===== src/rtl/dispmux8_ctl.sv =====
// Eight-digit seven-segment scan controller: steps through d0..d7 with a
// fixed per-digit dwell, blanking all anodes at the start of each dwell.
module dispmux8_ctl #(
  parameter int CLKFREQ      = 100_000_000,
  parameter int RATE         = 1000,
  parameter int BLANK_CYCLES = 16
) (
  input  logic       clk,
  input  logic       rst_n,
  input  logic [6:0] d0,
  input  logic [6:0] d1,
  input  logic [6:0] d2,
  input  logic [6:0] d3,
  input  logic [6:0] d4,
  input  logic [6:0] d5,
  input  logic [6:0] d6,
  input  logic [6:0] d7,
  input  logic [7:0] en_mask,
  output logic [6:0] dcode,
  output logic [7:0] an_n,
  output logic       frame_tick
);

  localparam int DIV   = CLKFREQ / RATE;
  localparam int CNT_W = (DIV > 2) ? $clog2(DIV) : 1;
  localparam logic [CNT_W-1:0] CNT_MAX   = CNT_W'(DIV - 1);
  localparam logic [CNT_W-1:0] BLANK_END = CNT_W'(BLANK_CYCLES);

  if (DIV < 2 || BLANK_CYCLES >= DIV) begin : g_param_check
    $error("dispmux8_ctl: need CLKFREQ/RATE >= 2 and BLANK_CYCLES < CLKFREQ/RATE");
  end

  logic [CNT_W-1:0] cnt;
  logic [2:0]       sel;
  logic [6:0]       d_sel;
  logic             dwell_end;
  logic             blank;

  assign dwell_end = (cnt == CNT_MAX);
  // With BLANK_CYCLES = 0 the comparison is never true, so SHOW is permanent.
  assign blank     = (cnt < BLANK_END);

  always_comb begin
    d_sel = d0;
    case (sel)
      3'd1:    d_sel = d1;
      3'd2:    d_sel = d2;
      3'd3:    d_sel = d3;
      3'd4:    d_sel = d4;
      3'd5:    d_sel = d5;
      3'd6:    d_sel = d6;
      3'd7:    d_sel = d7;
      default: d_sel = d0;
    endcase
  end

  // Scan state and registered outputs; dcode tracks sel even while blanked so
  // the code has settled before the anode turns on.
  always_ff @(posedge clk or negedge rst_n) begin
    if (!rst_n) begin
      cnt        <= '0;
      sel        <= 3'd0;
      dcode      <= 7'd0;
      an_n       <= 8'hFF;
      frame_tick <= 1'b0;
    end else begin
      cnt        <= dwell_end ? '0 : cnt + CNT_W'(1);
      sel        <= dwell_end ? sel + 3'd1 : sel;
      dcode      <= d_sel;
      an_n       <= (blank || !en_mask[sel]) ? 8'hFF : ~(8'b1 << sel);
      frame_tick <= (sel == 3'd7) && dwell_end;
    end
  end

endmodule


===== config.mk =====
export PLATFORM = sky130hd
export DESIGN_NAME = dispmux8_ctl
export DESIGN_NICKNAME = d
export VERILOG_FILES = /design/src/rtl/dispmux8_ctl.sv
export SDC_FILE = /design/constraint.sdc
export NUM_CORES = 1
export LEC_CHECK = 0
export CAP_MARGIN = 10
export CORE_MARGIN = 8
export CORE_UTILIZATION = 40
export CTS_BUF_LIST = sky130_fd_sc_hd__clkbuf_16
export DETAILED_ROUTE_END_ITERATION = 10
export MAX_ROUTING_LAYER = met4
export PLACE_DENSITY = 0.76
export SYNTH_ARGS = -nofsm -noshare
export SYNTH_HDL_FRONTEND = slang
export SYNTH_SLANG_ARGS = --single-unit

===== constraint.sdc =====
create_clock -name clk -period 4.3 [get_ports clk]
set_input_delay 0.645 -clock clk [delete_from_list [all_inputs] [get_ports clk]]
set_output_delay 0.645 -clock clk [all_outputs]
set_load 0.02 [all_outputs]

Yosys cells after proc, flatten, opt, wreduce, memory -nomap -nowiden
Cells that the tools add are included.
{"block": "word_totals", "reg_bits": 36, "out_inout_bits": 16, "wordCells": 27}
{"block": "classes", "add_sub_neg": 2, "n_lt_le_gt_ge": 2, "eq_ne": 8, "shift": 1, "n_mux": 5, "bitwise_logic": 1, "reduce_logical": 3}
{"op": "case mux 7 bit (7 select lines)", "n": 1}
{"op": "adder 17 x 1 -> 17 bit (second input constant)", "n": 1}
{"op": "== test 17 bit (second input constant)", "n": 1}
{"op": "< comparator 17 x 5 -> 1 bit (second input constant)", "n": 1}
{"op": "2-to-1 mux 17 bit", "n": 1}
{"op": "== test 3 bit (second input constant)", "n": 4}
{"op": "2-to-1 mux 8 bit", "n": 1}
{"op": "inverter 8 bit", "n": 1}
{"op": "left shift 1 x 3 -> 8 bit (first input constant)", "n": 1}
{"op": "== test 3 x 2 -> 1 bit (second input constant)", "n": 2}
{"op": "< comparator 3 x 4 -> 1 bit (second input constant)", "n": 1}
{"op": "adder 3 x 1 -> 3 bit (second input constant)", "n": 1}
{"op": "binary-select mux 1 bit (select 3 bit)", "n": 1}
{"op": "== test 3 x 1 -> 1 bit (second input constant)", "n": 1}
{"op": "logical AND 1 bit", "n": 1}
{"op": "logical NOT 1 bit", "n": 1}
{"op": "logical OR 1 bit", "n": 1}
{"op": "2-to-1 mux 1 bit", "n": 1}

Logic depth before layout (Yosys ltp)
Gate-level depths: netlist of run 1.
{"block": "logic_depth", "depth_word": 5, "ltp_mapped": 8, "ltp_nobuf": 6}

Least setup slack after synthesis of run 1
OpenSTA, ideal clock, no wires.
{"block": "synth_path", "path_kind": "flip-flop to flip-flop", "from": "register sel[0]", "to": "register dcode[1]", "setup_time_ns": 0.125, "arrival_time_ns": 1.836, "required_ns": 4.175, "slack_ns": 2.339, "stages_incl_launch_ff": 8, "path_buffers": 2, "period_less_slack_ns": 1.961, "cell_sequence": "dfrtp_1 > ha_1 > ha_1 > clkbuf_1 > nor4_1 > nand2b_1 > clkbuf_1 > mux2_2"}
{"block": "synth_via", "elab_chain_len": 2, "word_cells_on_any_way": 8}
{"element": "from (decl)", "line_no": "34", "text": "logic [2:0] sel;"}
{"element": "from (signal assigned)", "line_no": "68", "text": "sel <= dwell_end ? sel + 3'd1 : sel;"}
{"element": "== test 3 bit (tied with other cells)", "line_no": "45", "text": "case (sel)"}
{"element": "case mux 7 bit (7 select lines) *", "line_no": "45"}
{"element": "via d_sel[1]", "line_no": "35", "text": "logic [6:0] d_sel;"}
{"element": "to (signal assigned)", "line_no": "69", "text": "dcode <= d_sel;"}
{"element": "to (decl)", "line_no": "19", "text": "output logic [6:0] dcode,"}
The timed path passes the listed nets; every way through them passes the cells marked *.
A chain may end at the register's enable or synchronous reset.

Worst setup path after layout of run 1
{"block": "layout_path", "from": "register sel[2]", "to": "register dcode[3]"}
The elaborated chain is that of the path after synthesis.

==> results of run 1 <==
flip-flops by register name (all words and copies together), names as in the netlist:
| name | cells |
|---|---|
| cnt | 17 |
| an_n | 8 |
| dcode | 7 |
| sel | 3 |
| frame_tick | 1 |
layer usage:
| metal | vias to the layer above | GRT usage, % |
|---|---|---|
| met1 | 832 | 19.6 |
| li1 | 822 | - |
| met5 | - | - |
| met2 | 58 | 26.1 |
| met4 | 0 | 7.61 |
| met3 | 8 | 3.96 |
power breakdown:
group / switching [uW] / internal (uW) / total, uW
sequential: 0.995 / 344 / 345
clock: 131 / 269 / 400
combinational: 25.5 / 62.5 / 88.0
total: 157 / 675 / 832
layout make-up:
type	count	area, sq um
Clock buffer	5	125
Clock inverter	3	37.5
Tap cell	54	67.6
Inverter	4	15.0
Sequential cell	36	911
Multi-Input combinational cell	126	948
Fill cell	386	1750
Timing Repair Buffer	81	806
critical path: stages (launching register included):
cell and delay (ps):
dfrtp_1 720, clkinv_1 440, ha_1 450, nor4_1 210, nand2b_1 280, mux2_2 350
how the worst max path moves through the flow:
stage                       startpoint                  to  slack [ps]  cells past startpoint
global placement    sel[2]$_DFFE_PN0N_  dcode[3]$_DFF_PN0_        1880                      5
floorplan           sel[0]$_DFFE_PN0N_  dcode[1]$_DFF_PN0_        2340                      7
global route        sel[2]$_DFFE_PN0N_  dcode[3]$_DFF_PN0_        1430                      5
CTS                 sel[2]$_DFFE_PN0N_  dcode[3]$_DFF_PN0_        1750                      5
finish              sel[2]$_DFFE_PN0N_  dcode[3]$_DFF_PN0_        1730                      5
detailed placement  sel[2]$_DFFE_PN0N_  dcode[2]$_DFF_PN0_        1800                      5
metrics by stage:
| stage | total power [uW] | util (%) | worst slack (ps) | cell area, sq um | hold WS [ps] |
|---|---|---|---|---|---|
| floorplan | 363 | - | 2340 | 1900 | 349 |
| global placement | 438 | 59.0 | 1880 | 2750 | 480 |
| detailed placement | 439 | 59.0 | 1800 | 2750 | 481 |
| CTS | 842 | 62.4 | 1750 | 2910 | 469 |
| global route | 863 | 62.4 | 1430 | 2910 | 513 |
| finish | 832 | 62.4 | 1730 | 2910 | 449 |
layout by cell type (no fill, tap or decap), types with 2 or more instances in the layout:
cell type and instances:
clkbuf_16 5, ha_1 7, nand4_1 7, a222oi_1 7, xor2_1 11, clkdlybuf4s50_1 80
nor3_1 2, nand3_1 9, mux4_2 2, dfstp_2 8, and4_1 3, nor2_1 16
nor4_1 3, a21oi_1 4, o21ai_0 5, nand2_1 11, a31oi_1 2, a22oi_1 2
a221oi_1 10, clkinv_1 3, dfrtp_1 28, inv_1 3, xnor2_1 4, mux2_2 7
cell families after synthesis:
group                      count (synthesis)  synth area share, %
AOI/OAI and AO/OA                         31                 13.0
xor gates and xnor gates                  15                 6.91
adders and majority gates                  7                 4.61
buffers and inverters                     11                 2.17
DFF                                       36                 47.9
muxes                                     10                 7.04
and+or+nand+nor                           63                 18.3
==> impl_metrics.json, run 1 <==
{
  "status": "finished, final reports clean",
  "wl_mm": 5.69,
  "avgSynthCellArea_sq_um": 11.0,
  "start_util_pct": 40.8,
  "fmax_mhz": 389,
  "tritoncts": "built",
  "netlist_area_sq_um": 1900,
  "r2r_end": "dcode[3]$_DFF_PN0_",
  "routabilityCongestion": 0.829,
  "synth_area_leaders": "dfrtp_1 (37%), dfstp_2 (11%), xor2_1 (5.1%)",
  "synthTopCellsByCount": "dfrtp_1 (28), nor2_1 (16), nand2_1 (11), xor2_1 (11), a221oi_1 (10)",
  "synth_warnings": 0,
  "clk_latency_ps": 280,
  "end_kind": "flip-flop",
  "dp_hpwl_mm": 4.36,
  "grt_pass1_vias": 1798,
  "crit_arrival_ps": 2730,
  "synth_cell_type_count": 37,
  "postCtsHoldBufs": 0,
  "path_max_fanout": 16,
  "ys_seq_area_share_pct": 47.9,
  "overflow": 0,
  "synth-edff-count": 0,
  "post-route-min-period_ps": 2570,
  "synth.most_common_cell": "dfrtp_1",
  "yosysTopAreaCell": "dfrtp_1",
  "cts_root_buf": "clkbuf_16",
  "worst_pin_slew_ps": 792,
  "route.detailed.wl_per_inst_microns": 18.4,
  "antenna_found_initial": 0,
  "vias": 1720,
  "grt_max_degree": 37,
  "yosysTopAreaCellShare_pct": 36.9,
  "die-width_microns": 84.9,
  "ff2ff_path_depth": 5,
  "ios": 82,
  "syn_to_final_growth_pct": 53.1,
  "fp.dieH_microns": 84.9,
  "die_area_sq_um": 7210,
  "wl_met2_mm": 2.98,
  "diodes": 0,
  "fin_crit_sh_pct": 59.7,
  "port_buffers": 81,
  "syn_nets": 246,
  "maxCapViolCount": 0,
  "irDropWorstVdd_v": 0.000200,
  "crit_required_ps": 4460,
  "grt.total_usage_pct": 16.5,
  "dpl.cell_count": 301,
  "grt_pass1_wl_mm": 9.07,
  "slew_violations": 0,
  "drc": 0,
  "htreeDepth": 2,
  "met3_length_microns": 197,
  "core_sq_um": 4660,
  "startpoint_type": "flip-flop",
  "finalSetupViolations": 0,
  "cellLeakagePower_uw": 0.00118,
  "relSlewSlack_pct": 47.2,
  "synth-main-ff-cell": "dfrtp_1",
  "finalClockSkew_ps": 5.84,
  "setup_tns_ps": 0,
  "fin_cells": 309,
  "drive_above_1_share_pct": 11.4,
  "regToRegStartpoint": "sel[2]$_DFFE_PN0N_",
  "rsz0062_at_grt": "false",
  "min_path_type": "primary input to asynchronous set/reset pin",
  "criticalPathCategory": "flip-flop to flip-flop",
  "wl_met1_mm": 2.39,
  "drt_iter0_markers": 144,
  "cts_setup_buffers": 0,
  "vias_per_cell": 5.57,
  "reg2reg_slack_ps": 1730,
  "postRouteAntennaNets": 0,
  "cts_buffers": 5,
  "clock_sinks": 36,
  "nets": 327,
  "clk_path_buf_depth": 2,
  "clk_pin_slew_worst_paths_ps": 60,
  "report.final.hold_viol_count": 0,
  "yosys_register_bits": 36,
  "cts_resized": 0,
  "powerDensity_nw_per_um2": 286,
  "ys_async_sr_fraction_pct": 100,
  "num_rows": 25,
  "syn_inst": 173,
  "highest_layer": "met4",
  "first_pass_iters": 5
}
No activity file was read; power rests on OpenSTA's default activity.
==> inputs of run 2 (changes only) <==
CORE_UTILIZATION = 38   (was 40)
clock period = 2.2 ns   (was 4.3 ns; I/O delays follow)
==> run 2 against run 1 <==
Register-to-register slack lost 1600 ps. Clock skew up 0.51 ps. Via count grew 2.6%. Sequential share of layout area shrank 0.74 points. Critical path type unchanged. Sequential power is 95% higher. Total power grew 96%. Final cell count up 6.5%. Clock-buffer cell count did not move.
==> impl_metrics.json, run 2 (synthesis results as in run 1) <==
{
  "crit_required_ps": 2350,
  "clk_latency_ps": 280,
  "htreeDepth": 2,
  "nets": 334,
  "report.final.hold_viol_count": 0,
  "path_max_fanout": 7,
  "start_util_pct": 39.7,
  "core_sq_um": 4790,
  "die_area_sq_um": 7520,
  "vias": 1765,
  "die-width_microns": 86.7,
  "clk_pin_slew_worst_paths_ps": 60,
  "fin_cells": 329,
  "final_common_cell": "clkdlybuf4s50_1",
  "finalClockSkew_ps": 6.36,
  "wl_mm": 5.67,
  "drive_above_1_share_pct": 14.1,
  "cts_resized": 0,
  "largest_register_ffs": 17,
  "dpl.cell_count": 321,
  "reg2reg_slack_ps": 170,
  "first_pass_iters": 4,
  "criticalPathCategory": "flip-flop to flip-flop",
  "port_buffers": 81,
  "hold_ws_ps": 129,
  "drt_iter0_markers": 142,
  "antenna_found_initial": 0,
  "overflow": 0,
  "num_rows": 25,
  "startpoint_type": "flip-flop",
  "cellLeakagePower_uw": 0.00122,
  "regMostFlops": "cnt",
  "setup_tns_ps": 0,
  "clock_sinks": 36,
  "relSlewSlack_pct": 48.1,
  "fin_area_sq_um": 2980,
  "finalSetupViolations": 0,
  "tritoncts": "built",
  "drc": 0,
  "grt.total_usage_pct": 15.9,
  "grt_pass1_wl_mm": 9.00,
  "utilization_pct": 62.3,
  "post-route-min-period_ps": 2030,
  "fmax_mhz": 493,
  "worst_pin_slew_ps": 778,
  "place_area_sq_um": 2820,
  "dp_hpwl_mm": 4.43,
  "crit_arrival_ps": 2180,
  "status": "finished, final reports clean",
  "clk_path_buf_depth": 2,
  "top_regs": "cnt (17), an_n (8), dcode (7)",
  "routabilityCongestion": 0.875,
  "ios": 82,
  "cts_root_buf": "clkbuf_16",
  "rsz0062_at_grt": "false",
  "route.detailed.wl_per_inst_microns": 17.2,
  "fp.dieH_microns": 86.7,
  "diodes": 0,
  "syn_to_final_growth_pct": 56.8,
  "cts_buffers": 5,
  "vias_per_cell": 5.36,
  "grt_pass1_vias": 1804,
  "fin_crit_sh_pct": 92.3,
  "postRouteAntennaNets": 0,
  "irDropWorstVdd_v": 0.000355,
  "maxCapViolCount": 0,
  "slew_violations": 0,
  "end_kind": "flip-flop",
  "min_path_type": "primary input to asynchronous set/reset pin",
  "cts_setup_buffers": 0,
  "grt_max_degree": 37,
  "postCtsHoldBufs": 0,
  "num-fill-cells": 399,
  "powerDensity_nw_per_um2": 547,
  "layout_common_cells": "clkdlybuf4s50_1 (80), dfrtp_1 (28), nor2_1 (16)"
}
-- run 2: final timing paths --
check / start / cells past startpoint / to
max: cnt[11]$_DFF_PN0_ / 4 / cnt[5]$_DFF_PN0_
min: rst_n / 1 / cnt[12]$_DFF_PN0_
min reg2reg: cnt[8]$_DFF_PN0_ / 1 / cnt[8]$_DFF_PN0_
min in group clk: cnt[8]$_DFF_PN0_ / 1 / cnt[8]$_DFF_PN0_
max in group asynchronous: rst_n / 1 / dcode[0]$_DFF_PN0_
max reg2reg: cnt[11]$_DFF_PN0_ / 4 / cnt[5]$_DFF_PN0_
-- run 2: report_power, final --
part           internal [uW]  switching (uW)  total, uW
logic                    122            48.5        171
registers                671            1.81        673
clock network            527             258        785
total                   1320             308       1630
-- run 2: final cells by class --
type                            instances  area, sq um  area share (%)
Multi-Input combinational cell        126          948            31.8
Sequential cell                        36          911            30.6
Tap cell                               67         83.8            2.81
Timing Repair Buffer                   88          858            28.8
Inverter                                4         15.0           0.504
Clock inverter                          3         38.8            1.30
Clock buffer                            5          125            4.20
-- run 2: stage by stage --
| stage | setup slack (ps) | total power [uW] |
|---|---|---|
| final | 170 | 1630 |
| after global routing | 37.0 | 1680 |
| after CTS | 168 | 1640 |
| after detailed placement | 194 | 856 |
| after global placement | 259 | 855 |
| after floorplan | 239 | 710 |
-- run 2: worst max-delay path, stage by stage, from the launching register on --
cell,delay [ps]
dfrtp_1,420
or4_1,550
or4_4,470
nor3_4,360
nor2_1,100
-- run 2: metal layers --
| layer | up-vias | GRT usage [%] | part of all wire [%] | wire length [microns] |
|---|---|---|---|---|
| li1 | 835 | - | - | - |
| met1 | 846 | 19.1 | 41 | 2340 |
| met2 | 77 | 26.3 | 53 | 3000 |
| met3 | 7 | 2.27 | 4.2 | 239 |
| met4 | 0 | 6.57 | 1.6 | 88 |
| met5 | - | - | 0 | 0 |
